==> src/rtl/param_processor_core.sv <==
// Parametrised multi-cycle register machine: fetches from an external combinational ROM,
// executes ALU / MOVI / BRANCH / HALT classes with persistent C/Z/OV flags and a writeback strobe.
module param_processor_core #(
  parameter  int DATA_W   = 8,
  parameter  int NUM_REGS = 16,
  parameter  int PC_W     = 8,
  localparam int RA_W     = $clog2(NUM_REGS),
  localparam int OPND_W   = (DATA_W > PC_W) ? ((DATA_W > RA_W) ? DATA_W : RA_W)
                                            : ((PC_W > RA_W) ? PC_W : RA_W),
  localparam int IW       = 5 + RA_W + OPND_W
) (
  input  logic              clk,
  input  logic              rst_n,
  output logic [PC_W-1:0]   instr_addr,
  input  logic [IW-1:0]     instr_data,
  output logic [DATA_W-1:0] result_out,
  output logic              wb_valid,
  output logic [RA_W-1:0]   wb_addr,
  output logic              flag_c,
  output logic              flag_z,
  output logic              flag_ov,
  output logic              halted
);

  typedef enum logic [2:0] {
    S_FETCH  = 3'd0,
    S_DECODE = 3'd1,
    S_EXEC   = 3'd2,
    S_WB     = 3'd3,
    S_HALT   = 3'd4
  } state_t;

  localparam logic [1:0] CL_ALU  = 2'b00;
  localparam logic [1:0] CL_MOVI = 2'b01;
  localparam logic [1:0] CL_BR   = 2'b10;

  state_t              state_q, state_d;
  logic [IW-1:0]       ir_q;
  logic [PC_W-1:0]     pc_q;
  logic [DATA_W-1:0]   res_q;
  logic [DATA_W-1:0]   result_q;
  logic [RA_W-1:0]     wb_addr_q;
  logic                wb_valid_q;
  logic                flag_c_q, flag_z_q, flag_ov_q;
  logic                halted_q;
  logic [DATA_W-1:0]   regs_q [NUM_REGS];

  logic [1:0]          cls_s;
  logic [2:0]          op_s;
  logic [RA_W-1:0]     rd_s;
  logic [RA_W-1:0]     rs_s;
  logic [OPND_W-1:0]   opnd_s;
  logic [PC_W-1:0]     pc_inc_s;
  logic                taken_s;
  logic [DATA_W-1:0]   a_s, b_s;
  logic [DATA_W:0]     sum_s, diff_s;
  logic [DATA_W-1:0]   alu_res_s;
  logic                alu_c_s, alu_ov_s;

  assign cls_s    = ir_q[IW-1 -: 2];
  assign op_s     = ir_q[IW-3 -: 3];
  assign rd_s     = ir_q[OPND_W +: RA_W];
  assign opnd_s   = ir_q[OPND_W-1:0];
  assign rs_s     = opnd_s[RA_W-1:0];
  assign pc_inc_s = pc_q + PC_W'(1);

  assign instr_addr = pc_q;
  assign result_out = result_q;
  assign wb_valid   = wb_valid_q;
  assign wb_addr    = wb_addr_q;
  assign flag_c     = flag_c_q;
  assign flag_z     = flag_z_q;
  assign flag_ov    = flag_ov_q;
  assign halted     = halted_q;

  // Branch condition evaluated against the flags as they stand at DECODE.
  always_comb begin
    taken_s = 1'b0;
    case (op_s)
      3'b000:  taken_s = 1'b1;
      3'b001:  taken_s = flag_z_q;
      3'b010:  taken_s = flag_c_q;
      default: taken_s = 1'b0;
    endcase
  end

  // ALU: both operands read the pre-write register values, so rd==rs is safe.
  always_comb begin
    a_s       = regs_q[rd_s];
    b_s       = regs_q[rs_s];
    sum_s     = {1'b0, a_s} + {1'b0, b_s};
    diff_s    = {1'b0, a_s} - {1'b0, b_s};
    alu_res_s = '0;
    alu_c_s   = 1'b0;
    alu_ov_s  = 1'b0;
    case (op_s)
      3'b000: begin
        alu_res_s = sum_s[DATA_W-1:0];
        alu_c_s   = sum_s[DATA_W];
        alu_ov_s  = (a_s[DATA_W-1] == b_s[DATA_W-1]) && (sum_s[DATA_W-1] != a_s[DATA_W-1]);
      end
      3'b001: begin
        alu_res_s = diff_s[DATA_W-1:0];
        alu_c_s   = diff_s[DATA_W];
        alu_ov_s  = (a_s[DATA_W-1] != b_s[DATA_W-1]) && (diff_s[DATA_W-1] != a_s[DATA_W-1]);
      end
      3'b010:  alu_res_s = a_s & b_s;
      3'b011:  alu_res_s = a_s | b_s;
      3'b100:  alu_res_s = a_s ^ b_s;
      3'b101:  alu_res_s = ~a_s;
      3'b110: begin
        alu_res_s = {a_s[DATA_W-2:0], 1'b0};
        alu_c_s   = a_s[DATA_W-1];
      end
      3'b111: begin
        alu_res_s = {1'b0, a_s[DATA_W-1:1]};
        alu_c_s   = a_s[0];
      end
      default: alu_res_s = '0;
    endcase
  end

  // Next-state logic for the fetch/decode/execute/writeback sequencer.
  always_comb begin
    state_d = state_q;
    case (state_q)
      S_FETCH:  state_d = S_DECODE;
      S_DECODE: begin
        case (cls_s)
          CL_ALU:  state_d = S_EXEC;
          CL_MOVI: state_d = S_WB;
          CL_BR:   state_d = S_FETCH;
          default: state_d = S_HALT;
        endcase
      end
      S_EXEC:   state_d = S_WB;
      S_WB:     state_d = S_FETCH;
      S_HALT:   state_d = S_HALT;
      default:  state_d = S_FETCH;
    endcase
  end

  // State register.
  always_ff @(posedge clk or negedge rst_n) begin
    if (!rst_n) state_q <= S_FETCH;
    else        state_q <= state_d;
  end

  // Datapath, register file and registered outputs.
  always_ff @(posedge clk or negedge rst_n) begin
    if (!rst_n) begin
      ir_q       <= '0;
      pc_q       <= '0;
      res_q      <= '0;
      result_q   <= '0;
      wb_addr_q  <= '0;
      wb_valid_q <= 1'b0;
      flag_c_q   <= 1'b0;
      flag_z_q   <= 1'b0;
      flag_ov_q  <= 1'b0;
      halted_q   <= 1'b0;
      for (int i = 0; i < NUM_REGS; i++) regs_q[i] <= '0;
    end else begin
      wb_valid_q <= 1'b0;
      case (state_q)
        S_FETCH: ir_q <= instr_data;
        S_DECODE: begin
          case (cls_s)
            CL_ALU:  ;
            CL_MOVI: res_q <= opnd_s[DATA_W-1:0];
            CL_BR:   pc_q <= taken_s ? opnd_s[PC_W-1:0] : pc_inc_s;
            default: halted_q <= 1'b1;
          endcase
        end
        S_EXEC: begin
          res_q     <= alu_res_s;
          flag_c_q  <= alu_c_s;
          flag_z_q  <= (alu_res_s == '0);
          flag_ov_q <= alu_ov_s;
        end
        S_WB: begin
          regs_q[rd_s] <= res_q;
          result_q     <= res_q;
          wb_addr_q    <= rd_s;
          wb_valid_q   <= 1'b1;
          pc_q         <= pc_inc_s;
        end
        default: ;
      endcase
    end
  end

endmodule

==> config.mk <==
export PLATFORM = sky130hd
export DESIGN_NAME = param_processor_core
export DESIGN_NICKNAME = d
export VERILOG_FILES = /design/src/rtl/param_processor_core.sv
export SDC_FILE = /design/constraint.sdc
export NUM_CORES = 1
export LEC_CHECK = 0
export ABC_CLOCK_PERIOD_IN_PS = 7800
export CORE_MARGIN = 2
export CORE_UTILIZATION = 55
export CTS_CLUSTER_DIAMETER = 80
export DETAILED_ROUTE_END_ITERATION = 12
export PLACE_DENSITY = 0.69
export SLEW_MARGIN = 15
export SYNTH_ARGS = -nofsm -noshare
export SYNTH_HDL_FRONTEND = slang
export SYNTH_SLANG_ARGS = --single-unit
==> constraint.sdc <==
create_clock -name clk -period 7.8 [get_ports clk]
set_clock_uncertainty 0.05 [all_clocks]
set_input_delay 2.34 -clock clk [delete_from_list [all_inputs] [get_ports clk]]
set_output_delay 2.34 -clock clk [all_outputs]
set_load 0.05 [all_outputs]
==> results of run 1 <==
[worst max path at each step]
stage	startpoint	end	slack, ps	cells after the start
after global placement	ir_q[8]	flag_z	3250	12
after floorplan	ir_q[0]	flag_z	3540	13
final	ir_q[0]	flag_z	3240	12
after CTS	ir_q[0]	flag_z	3230	12
after global routing	ir_q[0]	flag_z	2980	12
after detailed placement	ir_q[0]	flag_z	3260	12
[synth_stat cells (23+ instances only)]
master / instances
sky130_fd_sc_hd__dfrtp_1: 181
sky130_fd_sc_hd__nand2_1: 71
sky130_fd_sc_hd__o21ai_0: 27
sky130_fd_sc_hd__clkbuf_1: 30
sky130_fd_sc_hd__ha_1: 25
sky130_fd_sc_hd__inv_1: 30
sky130_fd_sc_hd__nor2_1: 48
sky130_fd_sc_hd__nand3_1: 23
sky130_fd_sc_hd__a21oi_1: 36
sky130_fd_sc_hd__mux2_2: 145
sky130_fd_sc_hd__mux4_2: 58
sky130_fd_sc_hd__mux2i_1: 35
[routing by layer]
| layer | routed length, µm | vias to the layer above |
|---|---|---|
| met5 | 0 | - |
| met4 | 1202 | 0 |
| met3 | 1993 | 79 |
| met2 | 14120 | 329 |
| met1 | 12700 | 3940 |
| li1 | - | 3355 |
[cell usage in the layout, fill, tap and decap left out, drive strengths merged, types with 3 or more instances in the layout]
cell type,instances
clkbuf,18
o22a,4
a21o,5
o22ai,7
mux4,65
nand2b,5
clkdlybuf4s50,42
xnor2,9
clkinv,3
o21a,4
nand3,23
mux2i,35
a21oi,36
a22oi,12
o221ai,5
a221o,3
a31oi,4
nand4,4
inv,40
nor3,13
nand2,71
and3,6
a211oi,8
mux2,145
ha,25
o21bai,6
o21ai,31
nor2b,13
buf,12
nor2,48
dfrtp,181
o31ai,4
[cell families (layout without fill, tap and decap cells)]
| kind of cell | after synthesis | in the layout | synth area share (%) |
|---|---|---|---|
| xor+xnor | 9 | 9 | 0.7397 |
| mux | 245 | 245 | 32.59 |
| simple gates | 194 | 194 | 8.372 |
| flops | 181 | 181 | 42.50 |
| buf+inv | 87 | 116 | 3.605 |
| compound gates | 144 | 144 | 8.876 |
| fa+ha+maj | 27 | 27 | 3.311 |
[worst min-delay path, delay by kind of cell, from the launching register on]
kind | cells | cell delay (ps)
AND/OR/NAND/NOR | 2 | 110
flip-flops | 1 | 350
[layout make-up]
cell class / count / area, µm²
multi-input combinational: 619 / 5748
tap: 260 / 325.3
inverter: 30 / 112.6
clock buffer: 18 / 439.2
timing repair buffer: 54 / 514.2
fill: 1486 / 6972
sequential: 181 / 4533
clock inverter: 14 / 186.4
[sequential cells by signal, indices dropped and copies added, names as in the netlist]
name / count
regs_q: 128
ir_q: 17
instr_addr: 8
res_q: 8
result_out: 8
wb_addr: 4
state_q: 3
flag_c: 1
flag_ov: 1
flag_z: 1
halted: 1
wb_valid: 1
[through the flow]
step	utilization [%]	area (µm²)	cells
6_report	62.98	11860	1176
5_1_grt	62.98	11860	1176
4_1_cts	62.97	11860	1176
3_5_place_dp	59.65	11230	1144
3_3_place_gp	59.65	11230	1144
2_1_floorplan	-	10660	887
==> results_dict.tcl, run 1 <==
set metrics [dict create \
    worstPathMaxFanout 33 \
    grt_max_degree 84 \
    rsz_0062_raised_after_global_routing "false" \
    critical_path_arrival_ps 4860 \
    pre_cts_ws_ps 3256 \
    synthFlopType "sky130_fd_sc_hd__dfrtp_1" \
    slew_headroom_pct 19.51 \
    timing.hold.worst.start "wb_addr[3]" \
    grt_most_used_layer "met2" \
    drtPass1Iterations 5 \
    timing.rr.start "ir_q[0]" \
    drt-vias-per-instance 6.550 \
    finalHoldViolations 0 \
    critical_path.reg2reg.endpoint "flag_z" \
    start_util_pct 56.59 \
    ys_types 57 \
    grt_overflow 0 \
    cts.repair_timing.setup_buffer_count 0 \
    drt_iter0_markers 763 \
    floorplan.core_area_mm2 0.01883 \
    timing.final.crit_period_ps 4562 \
    ctsResizeCount 0 \
    cap_violations 0 \
    syn-num-nets 933 \
    drt_drc_violations_left 0 \
    syn_area_per_cell_um2 12.01 \
    finalWeightedCongestion 0.9172 \
    outcome "finished clean" \
    setup_tns_ps 0 \
    port_buffers 43 \
    synth.ff_latch_count 181 \
    hold-path-endpoint "wb_addr[3]" \
    clkLatencyLatePin_ps 440 \
    synth_seq_area_share_pct 42.50 \
    netlist_top_cells_area "sky130_fd_sc_hd__dfrtp_1 43%, sky130_fd_sc_hd__mux2_2 15%, sky130_fd_sc_hd__mux4_2 12%" \
    post_synth_edffs 0 \
    cts.path.max_buffers 2 \
    grtUsageMet3_pct 6.170 \
    timing.hold.worst.class "reg2reg" \
    crit_required_ps 8100 \
    tritoncts.num_buffers 17 \
    depth_of_the_worst_register_to_register_path 12 \
    floorplan.rows 50 \
    start_kind "register" \
    htreeDepth 4 \
    clockRootBuffer "sky130_fd_sc_hd__clkbuf_16" \
    cts.reportedPaths.clkPinSlew_ps 80 \
    fmaxAchievable_mhz 219.2 \
    initial_antenna_violation_count 0 \
    synthDominantCellAreaShare_pct 42.50 \
    use_met1_pct 42.03 \
    cts_sinks 181 \
    holdWs_ps 438.2 \
    reg2reg_slack_ps 3240 \
    cell_by_cell_trace_of_the_critical_path "buf_4 -> mux4_2 -> mux4_2 -> ha_1 -> fa_1 -> mux2i_1 -> a221o_1 -> a2111oi_0 -> o211ai_1 -> o31ai_1 -> nand4_1 -> o31ai_2" \
    drv_slew 0 \
    grt_pass1_wl_um 46870 \
    area_delta_synth_final_pct 11.28 \
    grtUsageMet2_pct 48.53 \
    crit_path_max_incr_delay_ps 620 \
    path_class "reg2reg" \
    wl_per_cell_um 25.52 \
    die_w_um 143.2 \
    grt_use_total_pct 30.92 \
    number_of_hold_repair_buffers_added_at_the_cts_stage 0 \
    synth.largest_area_cell "sky130_fd_sc_hd__dfrtp_1" \
    cp_common_cell "sky130_fd_sc_hd__mux4_2" \
    vias_in_the_first_global_route 7861 \
    count_of_cells_along_the_worst_hold_path 2 \
    wirelength_um 30020 \
    layout-drive-gt1-share_pct 27.95 \
    finalNetCount 949 \
    cp-end-kind "register" \
    netlist_instances 887 \
    postLayoutSetupSlackWorst_ps 3238 \
    setup_viol 0 \
    synth_warnings 0 \
    critical-path-top-delay-family "compound AO/OA/AOI/OAI gates" \
    mappedNetlistArea_mm2 0.01066 \
    period_share_pct 58.48 \
    worst-path-buf-inv 1 \
    critPathSlowestCell "sky130_fd_sc_hd__mux4_2" \
    antenna-diode-count 0 \
    route.vias.total 7703 \
    timing_worst_slew_pin_value_ps 1203 \
    async_flop_share_pct 100.0 \
    clock_tree_from_tritoncts "done" \
    final_antenna_net_count 0 \
    die_area_mm2 0.02050 \
    dieHeight_um 143.2 \
    half_perimeter_wire_length_after_placement_um 20600 \
    io-pin-count 44 \
]
Power of run 1 is left out: the tool's default activity adds up to more than one toggle a clock period on the data nets, which glitch-free logic cannot reach.
==> run 2: changes to the inputs <==
ABC_CLOCK_PERIOD_IN_PS = 3700   (was 7800)
PLACE_DENSITY = 0.72   (was 0.69)
clock period = 3.7 ns   (was 7.8 ns; I/O delays follow)
==> run 2 against run 1 <==
The flow now finishes with violations (setup timing). Setup slack got worse by 3300 ps. Die area did not move. Core utilization rose by 5.2 points. Non-clock buffer count rose by 95. Sequential share of layout area fell by 2.9 points. Worst hold slack got worse by 7.9 ps. First-iteration DRC count fell by 9.8%. Flip-flop and latch count did not move. Final area rose by 8.3%.
==> results_dict.tcl, run 2 (synthesized netlist as in run 1, its figures left out) <==
set metrics [dict create \
    outcome "complete, but fails checks" \
    failed_checks "setup timing" \
    crit_path_max_incr_delay_ps 560 \
    critPathSlowestCell "sky130_fd_sc_hd__mux4_2" \
    commonest_non_fill_non_tap_cells_in_the_layout "178 x sky130_fd_sc_hd__dfrtp_1, 143 x sky130_fd_sc_hd__mux2_2, 93 x sky130_fd_sc_hd__buf_4" \
    mostFrequentLayoutCell "sky130_fd_sc_hd__dfrtp_1" \
    clkLatencyLatePin_ps 440 \
    cp-end-kind "register" \
    finalWeightedCongestion 0.9507 \
    max_flop_register "regs_q" \
    finalNetCount 1044 \
    wirelength_um 30280 \
    tritoncts.num_buffers 17 \
    crit_required_ps 4000 \
    largest_reg_flops 128 \
    grt_pass1_wl_um 46780 \
    instances_no_fill 1270 \
    io-pin-count 44 \
    rsz_0062_raised_after_global_routing "true" \
    drtPass1Iterations 5 \
    critical_path_arrival_ps 4080 \
    fmaxAchievable_mhz 264.8 \
    initial_antenna_violation_count 0 \
    drv_slew 0 \
    die_area_mm2 0.02050 \
    drt-vias-per-instance 6.377 \
    grt_overflow 0 \
    antenna-diode-count 0 \
    area_delta_synth_final_pct 20.50 \
    start_util_pct 56.59 \
    layout_top_registers "regs_q (128), ir_q (17)" \
    worstPathMaxFanout 6 \
    cts_sinks 181 \
    setup_viol 2 \
    vias_in_the_first_global_route 8069 \
    layout-drive-gt1-share_pct 37.52 \
    cell_by_cell_trace_of_the_critical_path "buf_12 -> mux4_2 -> mux4_2 -> ha_4 -> fa_2 -> mux2i_1 -> a221o_1 -> a2111oi_2 -> o211ai_1 -> o31ai_2 -> nand4_1 -> o31ai_2" \
    placedCellCount 1225 \
    period_share_pct 102.1 \
    clockRootBuffer "sky130_fd_sc_hd__clkbuf_16" \
    timing.hold.worst.class "reg2reg" \
    cts.path.max_buffers 2 \
    grt_max_degree 67 \
    floorplan.rows 50 \
    holdWs_ps 430.2 \
    timing_worst_slew_pin_value_ps 708.2 \
    start_kind "register" \
    slew_headroom_pct 52.53 \
    floorplan.core_area_mm2 0.01883 \
    grt_use_total_pct 30.79 \
    htreeDepth 4 \
    postLayoutSetupSlackWorst_ps -76.45 \
    cts.reportedPaths.clkPinSlew_ps 70 \
    drt_iter0_markers 688 \
    route.vias.total 8099 \
    half_perimeter_wire_length_after_placement_um 21550 \
    setup_tns_ps -105.3 \
    timing.final.crit_period_ps 3776 \
    number_of_hold_repair_buffers_added_at_the_cts_stage 0 \
    clock_tree_from_tritoncts "done" \
    finalHoldViolations 0 \
    port_buffers 43 \
    utilization_pct 68.19 \
    path_class "reg2reg" \
    dieHeight_um 143.2 \
    wl_per_cell_um 23.84 \
    die_w_um 143.2 \
    drt_drc_violations_left 0 \
    cap_violations 0 \
    final_antenna_net_count 0 \
]
run 2: cell types whose count changed in the layout (fill, tap and decap cells not counted), sizes merged:
cell,change
buf,+93
bufinv,-1
clkbuf,+1
clkinv,+3
clkinvlp,+2
inv,-4
run 2: timing repair:
action | CTS | global route
pin swaps | 11 | 9
gates cloned | 0 | 2
endpoints found under the hold margin | 0 | 0
resized for setup | 26 | 21
setup endpoints to repair | 5 | 7
buffers inserted | 7 | 5
run 2: layout make-up:
cell class / count / area [µm²]
clock buffer: 17 / 425.4
clock inverter: 14 / 156.4
fill: 1406 / 5989
inverter: 30 / 116.4
multi-input combinational: 619 / 5896
sequential: 181 / 4536
tap: 260 / 325.3
timing repair buffer: 149 / 1386
run 2: metrics by stage:
| step | instance area (µm²) | worst slack (ps) |
|---|---|---|
| 2_1_floorplan | 10710 | 16.08 |
| 3_3_place_gp | 11930 | -159.7 |
| 3_5_place_dp | 11930 | -196.2 |
| 4_1_cts | 12680 | -7.325 |
| 5_1_grt | 12840 | -165.6 |
| 6_report | 12840 | -76.45 |
run 2: final timing paths:
check	startpoint	slack [ps]	endpoint	cells after the start
max in group asynchronous	rst_n	2220	ir_q[0]	2
hold / removal	wb_addr[2]	430	wb_addr[2]	2
setup reg to reg	ir_q[0]	-80	flag_z	12
hold reg to reg	wb_addr[2]	430	wb_addr[2]	2
setup / recovery	ir_q[0]	-80	flag_z	12
min in group asynchronous	rst_n	600	instr_addr[6]	1
run 2: per-layer routing:
layer	track usage, %	wire (µm)
met1	41.74	12800
met2	50.52	14540
met3	5.634	2059
met4	10.11	874
met5	0	0
run 2: critical path: cells and delay by family, from the launching register on:
family	cells	cell delay (ps)
buf+inv	1	140
compound gates	5	1100
simple gates	1	160
fa+ha+maj	2	720
flops	1	390
mux	3	1130
Power of run 2 is left out for the same reason.
